## src/rtl/bit_serial_alu_seq.sv

```systemverilog
// Sequencer for a 1-bit ALU cell. It walks two WIDTH-bit operands LSB-first through the cell
// and assembles the returned result and carry bits into WIDTH-bit vectors.
module bit_serial_alu_seq #(
    parameter int unsigned WIDTH = 8
) (
    input  logic             clk_i,
    input  logic             rst_i,
    input  logic             start_i,
    input  logic [1:0]       op_i,
    input  logic [WIDTH-1:0] a_i,
    input  logic [WIDTH-1:0] b_i,
    output logic             busy_o,
    output logic             done_o,
    output logic [WIDTH-1:0] result_o,
    output logic [WIDTH-1:0] cout_vec_o,
    output logic             zero_o,
    output logic             alu_in1_o,
    output logic             alu_in2_o,
    output logic [1:0]       alu_ctrl_o,
    input  logic             alu_out_i,
    input  logic             alu_cout_i
);

    localparam int unsigned    CntW    = (WIDTH > 1) ? $clog2(WIDTH) : 1;
    localparam logic [CntW-1:0] LastCnt = CntW'(WIDTH - 1);

    localparam logic [1:0] StIdle = 2'd0;
    localparam logic [1:0] StRun  = 2'd1;
    localparam logic [1:0] StDone = 2'd2;

    logic [1:0]       state_q, state_d;
    logic [WIDTH-1:0] a_sh_q, a_sh_d;
    logic [WIDTH-1:0] b_sh_q, b_sh_d;
    logic [1:0]       op_q, op_d;
    logic [CntW-1:0]  cnt_q, cnt_d;
    logic [WIDTH-1:0] result_q, result_d;
    logic [WIDTH-1:0] cout_q, cout_d;
    logic             zero_q, zero_d;
    logic [WIDTH-1:0] res_shift;
    logic [WIDTH-1:0] cout_shift;

    always_comb begin
        // New bits enter at the MSB so capture k ends up in bit k after WIDTH captures.
        res_shift  = (result_q >> 1) | (WIDTH'(alu_out_i) << (WIDTH - 1));
        cout_shift = (cout_q >> 1) | (WIDTH'(alu_cout_i) << (WIDTH - 1));

        state_d  = state_q;
        a_sh_d   = a_sh_q;
        b_sh_d   = b_sh_q;
        op_d     = op_q;
        cnt_d    = cnt_q;
        result_d = result_q;
        cout_d   = cout_q;
        zero_d   = zero_q;

        case (state_q)
            StIdle: begin
                if (start_i) begin
                    a_sh_d   = a_i;
                    b_sh_d   = b_i;
                    op_d     = op_i;
                    cnt_d    = '0;
                    result_d = '0;
                    cout_d   = '0;
                    zero_d   = 1'b0;
                    state_d  = StRun;
                end
            end
            StRun: begin
                result_d = res_shift;
                cout_d   = cout_shift;
                a_sh_d   = a_sh_q >> 1;
                b_sh_d   = b_sh_q >> 1;
                if (cnt_q == LastCnt) begin
                    zero_d  = (res_shift == '0);
                    state_d = StDone;
                end else begin
                    cnt_d = cnt_q + CntW'(1);
                end
            end
            StDone: state_d = StIdle;
            default: state_d = StIdle;
        endcase
    end

    always_ff @(posedge clk_i or posedge rst_i) begin
        if (rst_i) begin
            state_q  <= StIdle;
            a_sh_q   <= '0;
            b_sh_q   <= '0;
            op_q     <= 2'b00;
            cnt_q    <= '0;
            result_q <= '0;
            cout_q   <= '0;
            zero_q   <= 1'b0;
        end else begin
            state_q  <= state_d;
            a_sh_q   <= a_sh_d;
            b_sh_q   <= b_sh_d;
            op_q     <= op_d;
            cnt_q    <= cnt_d;
            result_q <= result_d;
            cout_q   <= cout_d;
            zero_q   <= zero_d;
        end
    end

    assign busy_o     = (state_q == StRun);
    assign done_o     = (state_q == StDone);
    assign result_o   = result_q;
    assign cout_vec_o = cout_q;
    assign zero_o     = zero_q;
    assign alu_in1_o  = busy_o & a_sh_q[0];
    assign alu_in2_o  = busy_o & b_sh_q[0];
    assign alu_ctrl_o = op_q;

endmodule

```

## config.mk

```make
export PLATFORM = sky130hd
export DESIGN_NAME = bit_serial_alu_seq
export DESIGN_NICKNAME = d
export VERILOG_FILES = /design/src/rtl/bit_serial_alu_seq.sv
export SDC_FILE = /design/constraint.sdc
export NUM_CORES = 1
export LEC_CHECK = 0
export CORE_ASPECT_RATIO = 0.6
export CORE_MARGIN = 8
export CORE_UTILIZATION = 40
export CTS_CLUSTER_DIAMETER = 50
export DETAILED_ROUTE_END_ITERATION = 10
export GPL_ROUTABILITY_DRIVEN = 0
export GPL_TIMING_DRIVEN = 0
export PLACE_DENSITY = 0.79
export SLEW_MARGIN = 25
export SYNTH_ARGS = -nofsm -noshare
export SYNTH_HDL_FRONTEND = slang
export SYNTH_SLANG_ARGS = --single-unit
```

## constraint.sdc

```tcl
create_clock -name clk_i -period 2 [get_ports clk_i]
set_clock_uncertainty 0.05 [all_clocks]
set_input_delay 0.4 -clock clk_i [delete_from_list [all_inputs] [get_ports clk_i]]
set_output_delay 0.4 -clock clk_i [all_outputs]
set_load 0.02 [all_outputs]
```

==> flow_metrics.tcl <==
set metrics [dict create \
    finalHoldViolCount 0 \
    instances_no_fill 260 \
    cts_buffer_depth 2 \
    grt_antenna_before_repair 0 \
    dr.pass1.iters 4 \
    drv_cap 0 \
    path_max_fanout 19 \
    drc_errors 0 \
    grt_pass1_vias 1264 \
    vias 1281 \
    grtUsageTotal_pct 12.0 \
    ys.warnings.count 0 \
    grt_pass1_wl_mm 6.37 \
    htreeDepth 2 \
    drtIter0Drc 82 \
    die_area_mm2 0.00687 \
    synth-edff-count 0 \
    cts_tree "yes" \
    synth_area_mm2 0.00177 \
    dpl.hpwl_mm 2.95 \
    ys_top_cells_by_area "dfrtp_1 (57%), mux2i_1 (9.6%), a22o_1 (7.9%)" \
    period_needed_ns 1.91 \
    grt_overflow 0 \
    core_mm2 0.00417 \
    seq_area_frac_synth_pct 56.7 \
    grt_max_degree 24 \
    p_per_area_mw_per_mm2 1480 \
    period_share_pct 95.6 \
    ctsRootBufferMaster "clkbuf_8" \
    synth.net_count 174 \
    relSlewSlack_pct 71.3 \
    max_freq_mhz 523 \
    holdBufCountCts 0 \
    path_clk_slew_ns 0.07 \
    power_uw 3570 \
    antennaDiodeCount 0 \
    avgViaCountPerCell 4.93 \
    ys_types 24 \
    ir_worst_vdd_uv 630 \
    synth.avg_cell_area_um2 11.9 \
    yosysMostFrequentCell "dfrtp_1" \
    totalWireLength_mm 4.03 \
    die_h_um 67.5 \
    wl_per_cell_um 15.5 \
    clock_latency_ns 0.28 \
    report.final.slew_viol_count 0 \
    rows 18 \
    final_layout_size_suffix_gt1_share_pct 14.0 \
    r2r_start "cnt_q[0]" \
    p_leak_uw 0.00116 \
    cp.arrival_ns 1.46 \
    cts_setup_buffers 0 \
    tightestPinTransition_ns 0.431 \
    crit_type "reg2out" \
    nNetsFinal 226 \
    rsz0062_at_grt "false" \
    port_buffers 45 \
    synth_top_cell_area_share_pct 56.7 \
    clock-sinks 40 \
    setup_violations 0 \
    synthTopCellsByCount "dfrtp_1 (40), nand2_1 (19), mux2i_1 (17), o21ai_0 (17), a22o_1 (16)" \
    dp_cells 254 \
    cts_made_buffers 5 \
    area_delta_synth_final_pct 36.3 \
    synth_seq_cells 40 \
    async_flop_share_pct 100 \
    start_kind "flop" \
    antenna_left 0 \
    end_kind "output pin" \
    synth_top_cell_by_area "dfrtp_1" \
    hold_path_class "in2async" \
    io_pins 46 \
    worst_slack_ns 0.0885 \
    start_util_pct 42.4 \
    dpl_worst_slack_ns -0.206 \
    status "finished clean" \
    fp.dieW_um 102 \
    startpoint "state_q[0]" \
    synth_flop_cell "dfrtp_1" \
    syn_inst 148 \
    required_ns 1.55 \
]
[layer usage]
layer	share of wire, %	vias to the layer above	GRT usage [%]
li1	-	623	-
met5	0	-	0
met2	43	38	17.5
met3	6.6	5	4.31
met1	50	615	16.2
met4	0.87	0	3.87
[power by group]
| group | total, uW | switching (uW) | internal, uW |
|---|---|---|---|
| combinational | 1620 | 818 | 803 |
| clock | 566 | 259 | 307 |
| sequential | 1390 | 237 | 1150 |
| total | 3570 | 1310 | 2260 |
[cells by family after synthesis]
logic type	after synthesis	share of synthesized area [%]
fa+ha+maj	3	2.12
buf+inv	13	4.96
simple gates	34	9.70
flops	40	56.7
compound gates	39	15.7
mux	19	10.9
[layout make-up]
cell class / instances / area (um^2)
well taps: 60 / 75.1
clock buffers: 7 / 96.3
repair buffers: 46 / 472
flip-flops and latches: 40 / 1000
multi-input cells: 95 / 678
inverters: 4 / 15.0
fillers: 351 / 1760
plain buffers: 8 / 68.8
[cells in the final DEF, fill, tap and decap left out, types with 2 or more instances in the layout]
cell type | synthesis | layout
clkdlybuf4s50_1 | 0 | 41
dfrtp_1 | 40 | 39
nand2_1 | 19 | 19
mux2i_1 | 17 | 17
o21ai_0 | 17 | 17
a22o_1 | 16 | 16
clkbuf_8 | 0 | 7
buf_4 | 6 | 5
nor2b_1 | 4 | 4
buf_2 | 1 | 3
inv_1 | 4 | 3
and2_1 | 3 | 3
ha_1 | 3 | 3
nand2b_1 | 2 | 2
nor2_1 | 2 | 2
mux2_2 | 2 | 2
a21oi_1 | 2 | 2
[critical path: stages, from the launching register on]
cell and delay, ns:
dfrtp_1 0.32, buf_4 0.16, nor2b_4 0.19, buf_8 0.19, and2_1 0.15, buf_2 0.16
[through the flow]
step           cell area [um^2]  hold WS, ns  util [%]  setup TNS (ns)
4_1_cts                    2400        0.383      57.7               0
5_1_grt                    2410        0.418      57.8               0
3_3_place_gp               2290        0.405      55.0          -10.22
6_report                   2410        0.376      57.8               0
3_5_place_dp               2320        0.416      55.7          -0.481
2_1_floorplan              1770        0.392         -               0
[registers in the layout, summed over array words and instances (netlist names)]
signal and count:
alu_ctrl_o 2, result_o 8, state_q 2, a_sh_q 8
cnt_q 3, cout_vec_o 8, b_sh_q 8, zero_o 1
[what timing repair did]
action                                  in CTS  in global routing
endpoints found under the setup margin       4                  1
pin swaps                                    0                  0
resized for setup                           13                  1
[final timing paths]
path | cells past startpoint | to | slack [ns]
worst min register to register | 2 | b_sh_q[0] | 0.43
worst max-delay path | 5 | alu_in1_o | 0.09
min in group clk_i | 2 | b_sh_q[0] | 0.43
worst min-delay path | 2 | b_sh_q[3] | 0.38
worst max register to register | 5 | cnt_q[2] | 0.39
max in group asynchronous | 3 | state_q[1] | 1.06
Power figures use the tool's default switching activity.
